===== src/rtl/mult_seq.sv =====
// Multi-cycle shift-add multiplier: retires K multiplier bits per clock, signed or unsigned.
// Optional accumulate-into-result mode enabled by defining MULT_ACC_EN.
module mult_seq #(
  parameter int unsigned SZ = 32,
  parameter int unsigned K  = 1
) (
  input  logic            clk,
  input  logic            _rst,
  input  logic [SZ-1:0]   a,
  input  logic [SZ-1:0]   b,
  input  logic            sgn,
  input  logic            start,
`ifdef MULT_ACC_EN
  input  logic            acc,
`endif
  output logic [2*SZ-1:0] res,
  output logic            ready,
  output logic            done
);

  localparam int unsigned STEPS = SZ / K;
  localparam int unsigned CW    = (STEPS > 1) ? $clog2(STEPS) : 1;
  localparam logic [CW-1:0] LAST = CW'(STEPS - 1);

  if (SZ % K != 0) begin : g_chk
    $error("mult_seq: SZ must be a multiple of K");
  end

  typedef enum logic [1:0] {S_IDLE, S_RUN, S_DONE} state_t;

  state_t            state_q;
  logic [SZ-1:0]     mag_a_q;
  logic [2*SZ-1:0]   mag_b_q;
  logic [2*SZ-1:0]   acc_q;
  logic [CW-1:0]     cnt_q;
  logic              neg_q;
  logic [2*SZ-1:0]   res_q;
  logic              ready_q;
  logic              done_q;
`ifdef MULT_ACC_EN
  logic              accm_q;
`endif

  // Magnitudes: the most negative value maps to 2^(SZ-1), which still fits unsigned.
  logic [SZ-1:0]     mag_a_d, mag_b_d;
  logic [2*SZ-1:0]   pp_d, prod_d, res_d;

  assign mag_a_d = (sgn && a[SZ-1]) ? -a : a;
  assign mag_b_d = (sgn && b[SZ-1]) ? -b : b;
  assign pp_d    = mag_b_q * {{(2*SZ-K){1'b0}}, mag_a_q[K-1:0]};
  assign prod_d  = neg_q ? -acc_q : acc_q;
`ifdef MULT_ACC_EN
  assign res_d   = accm_q ? res_q + prod_d : prod_d;
`else
  assign res_d   = prod_d;
`endif

  always_ff @(posedge clk) begin
    if (!_rst) begin
      state_q <= S_IDLE;
      mag_a_q <= '0;
      mag_b_q <= '0;
      acc_q   <= '0;
      cnt_q   <= '0;
      neg_q   <= 1'b0;
      res_q   <= '0;
      ready_q <= 1'b1;
      done_q  <= 1'b0;
`ifdef MULT_ACC_EN
      accm_q  <= 1'b0;
`endif
    end else begin
      done_q <= 1'b0;
      case (state_q)
        S_IDLE: begin
          if (start) begin
            mag_a_q <= mag_a_d;
            mag_b_q <= {{SZ{1'b0}}, mag_b_d};
            neg_q   <= sgn & (a[SZ-1] ^ b[SZ-1]);
            acc_q   <= '0;
            cnt_q   <= '0;
            ready_q <= 1'b0;
`ifdef MULT_ACC_EN
            accm_q  <= acc;
`endif
            state_q <= S_RUN;
          end
        end
        S_RUN: begin
          acc_q   <= acc_q + pp_d;
          mag_a_q <= mag_a_q >> K;
          mag_b_q <= mag_b_q << K;
          cnt_q   <= cnt_q + 1'b1;
          if (cnt_q == LAST) state_q <= S_DONE;
        end
        S_DONE: begin
          res_q   <= res_d;
          done_q  <= 1'b1;
          ready_q <= 1'b1;
          state_q <= S_IDLE;
        end
        default: state_q <= S_IDLE;
      endcase
    end
  end

  assign res   = res_q;
  assign ready = ready_q;
  assign done  = done_q;

endmodule


===== config.mk =====
export PLATFORM = sky130hd
export DESIGN_NAME = mult_seq
export DESIGN_NICKNAME = d
export VERILOG_FILES = /design/src/rtl/mult_seq.sv
export SDC_FILE = /design/constraint.sdc
export NUM_CORES = 1
export LEC_CHECK = 0
export BUFFER_PORTS_ARGS = -buffer_cell sky130_fd_sc_hd__clkbuf_2
export CAP_MARGIN = 20
export CORE_ASPECT_RATIO = 0.75
export CORE_UTILIZATION = 40
export DETAILED_ROUTE_END_ITERATION = 16
export PLACE_DENSITY_LB_ADDON = 0.05
export SYNTH_ARGS = -nofsm -noshare
export SYNTH_HDL_FRONTEND = slang
export SYNTH_SLANG_ARGS = --single-unit

===== constraint.sdc =====
create_clock -name clk -period 6.9 [get_ports clk]
set_clock_uncertainty 0.05 [all_clocks]
set_input_delay 0.69 -clock clk [delete_from_list [all_inputs] [get_ports clk]]
set_output_delay 0.69 -clock clk [all_outputs]
set_load 0.01 [all_outputs]

## Word-level counts from Yosys, hierarchy flattened

Cells that the tools add are included.
W data, S select, Z words.

| word-level totals | value |
|---|---|
| register bits | 234 |
| input port bits | 68 |
| output and inout bits | 66 |
| logic and storage cells | 48 |

| cells by class | value |
|---|---|
| add/subtract/negate cells | 5 |
| $mul | 1 |
| eq/ne operators | 5 |
| mux-type cells | 17 |
| bitwise operators | 2 |
| reductions and logical operators | 9 |

Operators with widths:

| cell | number |
|---|---|
| $pmux W64 S2 | 2 |
| $mux W64 | 3 |
| $mux W32 | 3 |
| $add A64 B64 Y64 | 1 |
| $mul A64 B1 Y64 | 1 |
| $neg A32 Y32 | 2 |
| $neg A64 Y64 | 1 |
| $pmux W32 S2 | 1 |
| $pmux W5 S2 | 1 |
| $reduce_and A2 Y1 | 4 |
| $add A5 B1 Y5 const B | 1 |
| $eq A5 B5 Y1 const B | 1 |
| $mux W5 | 1 |
| $mux W2 | 2 |
| $ne A2 B2 Y1 const B | 2 |
| $pmux W2 S2 | 1 |
| $reduce_bool A2 Y1 | 2 |
| $eq A2 B1 Y1 const B | 1 |
| $eq A2 B2 Y1 const B | 1 |
| $logic_and A1 B1 Y1 | 2 |
| $logic_not A2 Y1 | 1 |
| $mux W1 | 2 |
| $pmux W1 S2 | 1 |
| $and A1 B1 Y1 | 1 |
| $xor A1 B1 Y1 | 1 |

## Depth between registers and ports, before layout

| depth | value |
|---|---|
| depth after elaboration | 4 |
| gate-level depth with buffers | 16 |
| depth with buffers taken out | 14 |

## Worst setup path before layout

No wires, ideal clock.

| timing path | value |
|---|---|
| kind | register to register |
| start | register mag_a_q[0] |
| end | register acc_q[61] |
| setup time | 117 ps |
| arrival | 3,183 ps |
| required time | 6,733 ps |
| path slack | 3,551 ps |
| cell stages (with the launch flop) | 16 |
| path buffers | 3 |
| period minus slack after synthesis | 3,349 ps |
| cells stage by stage | dfxtp_1 clkbuf_1 clkbuf_1 and2_1 ha_1 clkbuf_1 a21o_1 a21o_1 a221o_1 o2111ai_1 and3b_1 o21ai_0 a21oi_1 o21ai_0 xor2_1 a22o_1 |

| on the way | value |
|---|---|
| cells in the longest elaborated chain, start to end | 3 |

RTL lines:

| item | line | text |
|---|---|---|
| start, declared | 32 | `logic [SZ-1:0] mag_a_q;` |
| start signal, assigned | 77 | `mag_a_q <= mag_a_d;` |
| start signal, assigned | 91 | `mag_a_q <= mag_a_q >> K;` |
| $mul A64 B1 Y64 | 50 | `assign pp_d = mag_b_q * {{(2*SZ-K){1'b0}}, mag_a_q[K-1:0]};` |
| $add A64 B64 Y64 | 90 | `acc_q <= acc_q + pp_d;` |
| $pmux W64 S2 | 74 | `case (state_q)` |
| end signal, assigned | 90 |  |
| end, declared | 34 | `logic [2*SZ-1:0] acc_q;` |

No other way between the ends.
A chain may end at the register's enable or synchronous reset.

## Worst setup path in the final report

| timing path | value |
|---|---|
| start | register mag_a_q[0] |
| end | register acc_q[54] |

The elaborated chain is that of the path after synthesis.

==> flow_summary.json <==
{
  "synth_edf_count": 0,
  "synthTopCellsByArea": "dfxtp_1 31%, nand2_1 8.0%, a21oi_1 7.2%, xor2_1 6.7%, ha_1 5.7%",
  "clock_latency_ps": 550,
  "r2r_slack_ps": 2850,
  "postCtsSetupBuffers": 0,
  "antenna_found_initial": 2,
  "r2r-start": "mag_a_q[0]",
  "cp.required_ps": 7330,
  "arrival_ps": 4490,
  "power_density_nw_per_um2": 189,
  "end_kind": "flip-flop",
  "hpwlAfterDp_mm": 34.3,
  "yosysTopAreaCellShare_pct": 31.5,
  "cts_made_buffers": 27,
  "fp-row-count": 60,
  "grtUsageTotal_pct": 23.8,
  "startpoint_type": "flip-flop",
  "slew_viol_final": 0,
  "reg2reg_depth": 15,
  "drt_wl_total_mm": 45.8,
  "ant_nets": 0,
  "post_drt_wl_per_cell_um": 18.0,
  "rsz0062_at_grt": "false",
  "hp-class": "in -> reg",
  "fin_crit_ps": 4050,
  "clockBufferDepth": 3,
  "max_slew_margin_pct": 35.4,
  "die_w_um": 225,
  "hold_buffers": 0,
  "ir_drop_v": 0.000172,
  "cts_resized": 0,
  "drc": 0,
  "diodes": 0,
  "holdPathEnd": "mag_b_q[0]",
  "via_per_inst": 5.54,
  "swShare_pct": 26.5,
  "drive_gt1_share_pct": 10.9,
  "cts_tree": "done",
  "crit_type": "reg -> reg",
  "fin_crit_sh_pct": 58.8,
  "max_freq_mhz": 247,
  "power_frac_comb_pct": 10.3,
  "cts.clk_slew.worst_paths_ps": 70,
  "tns_ps": 0,
  "cts.sinks": 234,
  "io_pins": 134,
  "ys_async_sr_fraction_pct": 0,
  "post-place-ws_ps": 2840,
  "area_growth_pct": 12.5,
  "r2r_end": "acc_q[54]",
  "setup_slack_ps": 2850,
  "cp_max_fo": 64,
  "final_cell_mix": "317 x nand2_1, 233 x dfxtp_1, 214 x a21oi_1",
  "ys.flop_type": "dfxtp_1",
  "via_count": 14100,
  "htreeDepth": 1,
  "power.switching_w": 0.000840,
  "dieArea_um2": 38000,
  "syn_inst": 1977,
  "clock_tree.root_cell": "clkbuf_16",
  "hold_start": "b[0]",
  "first_pass_iters": 7,
  "multi_input_area_um2": 9660,
  "port_buffers": 133,
  "setup_violations": 0,
  "fin_nets": 2165,
  "synth_cell_types": 68,
  "tightest_slew_ps": 969,
  "power_frac_seq_pct": 44.8,
  "grt_max_degree": 91,
  "fillCellCount": 3711,
  "ys_seq_area_share_pct": 31.5,
  "internal-power_w": 0.00232,
  "gp_congestion": 0.952,
  "whs_path_depth": 3,
  "core_area_um2": 36300,
  "seq_area_um2": 4690,
  "syn_area_per_cell_um2": 7.53,
  "grt_pass1_vias": 12700,
  "netlist_area_um2": 14900,
  "dr.first_iter.drc_count": 1204,
  "start_util_pct": 41.0,
  "status": "finished clean",
  "clkPwrFrac_pct": 44.9,
  "globalRouteOverflowTotal": 0,
  "fp.dieH_um": 169,
  "yosys_warnings": 0,
  "syn-num-nets": 2114,
  "layout_commonest_cell": "nand2_1",
  "grt_pass1_wl_mm": 72.2,
  "ys_seq_elements": 234,
  "p_leak_nw": 6.84,
  "cap_viol_max_count": 0,
  "hold_viol_final": 0,
  "synth_top_area_cell": "dfxtp_1"
}
==> per-layer routing <==
| layer | vias up | global-route usage [%] | share of wire [%] |
|---|---|---|---|
| met1 | 6475 | 39.0 | 56 |
| met3 | 54 | 5.81 | 7.7 |
| met4 | 2 | 4.67 | 1.7 |
| met2 | 401 | 29.8 | 35 |
| met5 | - | 0 | 0.026 |
| li1 | 7146 | - | - |
==> cell type report <==
type / instances / share of cell area [%]
Clock inverter: 10 / 0.523
Tap cell: 496 / 3.71
Sequential cell: 234 / 28.0
Clock buffer: 38 / 4.70
Inverter: 30 / 0.688
Timing Repair Buffer: 146 / 4.68
Multi-Input combinational cell: 1589 / 57.7
==> power groups by stage <==
stage                     sequential [W]  combinational (W)  clock (W)
after global placement           0.00145           0.000323          0
after CTS                        0.00142           0.000325    0.00146
after floorplan                  0.00143           0.000230          0
after detailed placement         0.00145           0.000325          0
final                            0.00142           0.000327    0.00142
after global routing             0.00142           0.000365    0.00151
==> cells in the mapped netlist, drive strengths merged, types with 8 or more instances <==
cell type and instances:
nand2 318, dfxtp 234, a21oi 215, o21ai 177
xor2 114, clkbuf 109, nor2 96, nand3 85
and2 72, ha 68, a22oi 65, xnor2 64
a21o 44, inv 29, nor3 27, o31ai 26
nand4 20, a31oi 19, nor4 17, and3 16
or3 16, buf 15, nand2b 15, o41ai 14
or4 10, o21bai 9, or2 8
==> state kept, by name, summed over array words and instances, names as in the netlist <==
name     cells
done         1
state_q      2
mag_a_q     32
neg_q        1
res         64
cnt_q        5
ready        1
acc_q       64
mag_b_q     64
==> cell families (layout without fill, tap and decap cells) <==
family	Yosys count	after routing	share of synthesized area [%]
compound gates	621	621	25.0
fa+ha+maj	69	69	5.85
simple gates	718	718	23.1
xor+xnor	178	178	10.5
flops	234	234	31.5
mux	3	3	0.202
buf+inv	154	224	3.89
==> metrics by stage <==
step	total power, W	instances	util (%)	area [µm²]	hold WS (ps)
6_report	0.00317	2543	46.2	16700	340
5_1_grt	0.00330	2543	46.2	16700	357
4_1_cts	0.00320	2542	46.1	16700	309
3_5_place_dp	0.00177	2494	43.7	15800	393
3_3_place_gp	0.00177	2494	43.7	15800	384
2_1_floorplan	0.00166	1977	-	14900	382
==> worst max-delay path by stage <==
stage,cells after the start,slack (ps),from,endpoint
3_3_place_gp,13,2930,mag_a_q[0],acc_q[56]
3_5_place_dp,15,2840,mag_a_q[0],acc_q[54]
4_1_cts,15,2830,mag_a_q[0],acc_q[54]
5_1_grt,15,2470,mag_a_q[0],acc_q[58]
6_report,15,2850,mag_a_q[0],acc_q[54]
2_1_floorplan,15,3550,mag_a_q[0],acc_q[61]
==> worst max-delay path: stages (launching register included) <==
cell and delay, ps:
dfxtp_1 320, buf_4 460, and2_1 230, ha_1 170
inv_1 60, fa_1 380, nand2b_1 190, a21oi_1 240
nor2_1 70, o211ai_1 360, a21oi_1 300, o211ai_1 390
a21oi_1 190, o21ba_2 270, xor2_1 140, o21ai_0 140
No activity file was read; power rests on OpenSTA's default activity.
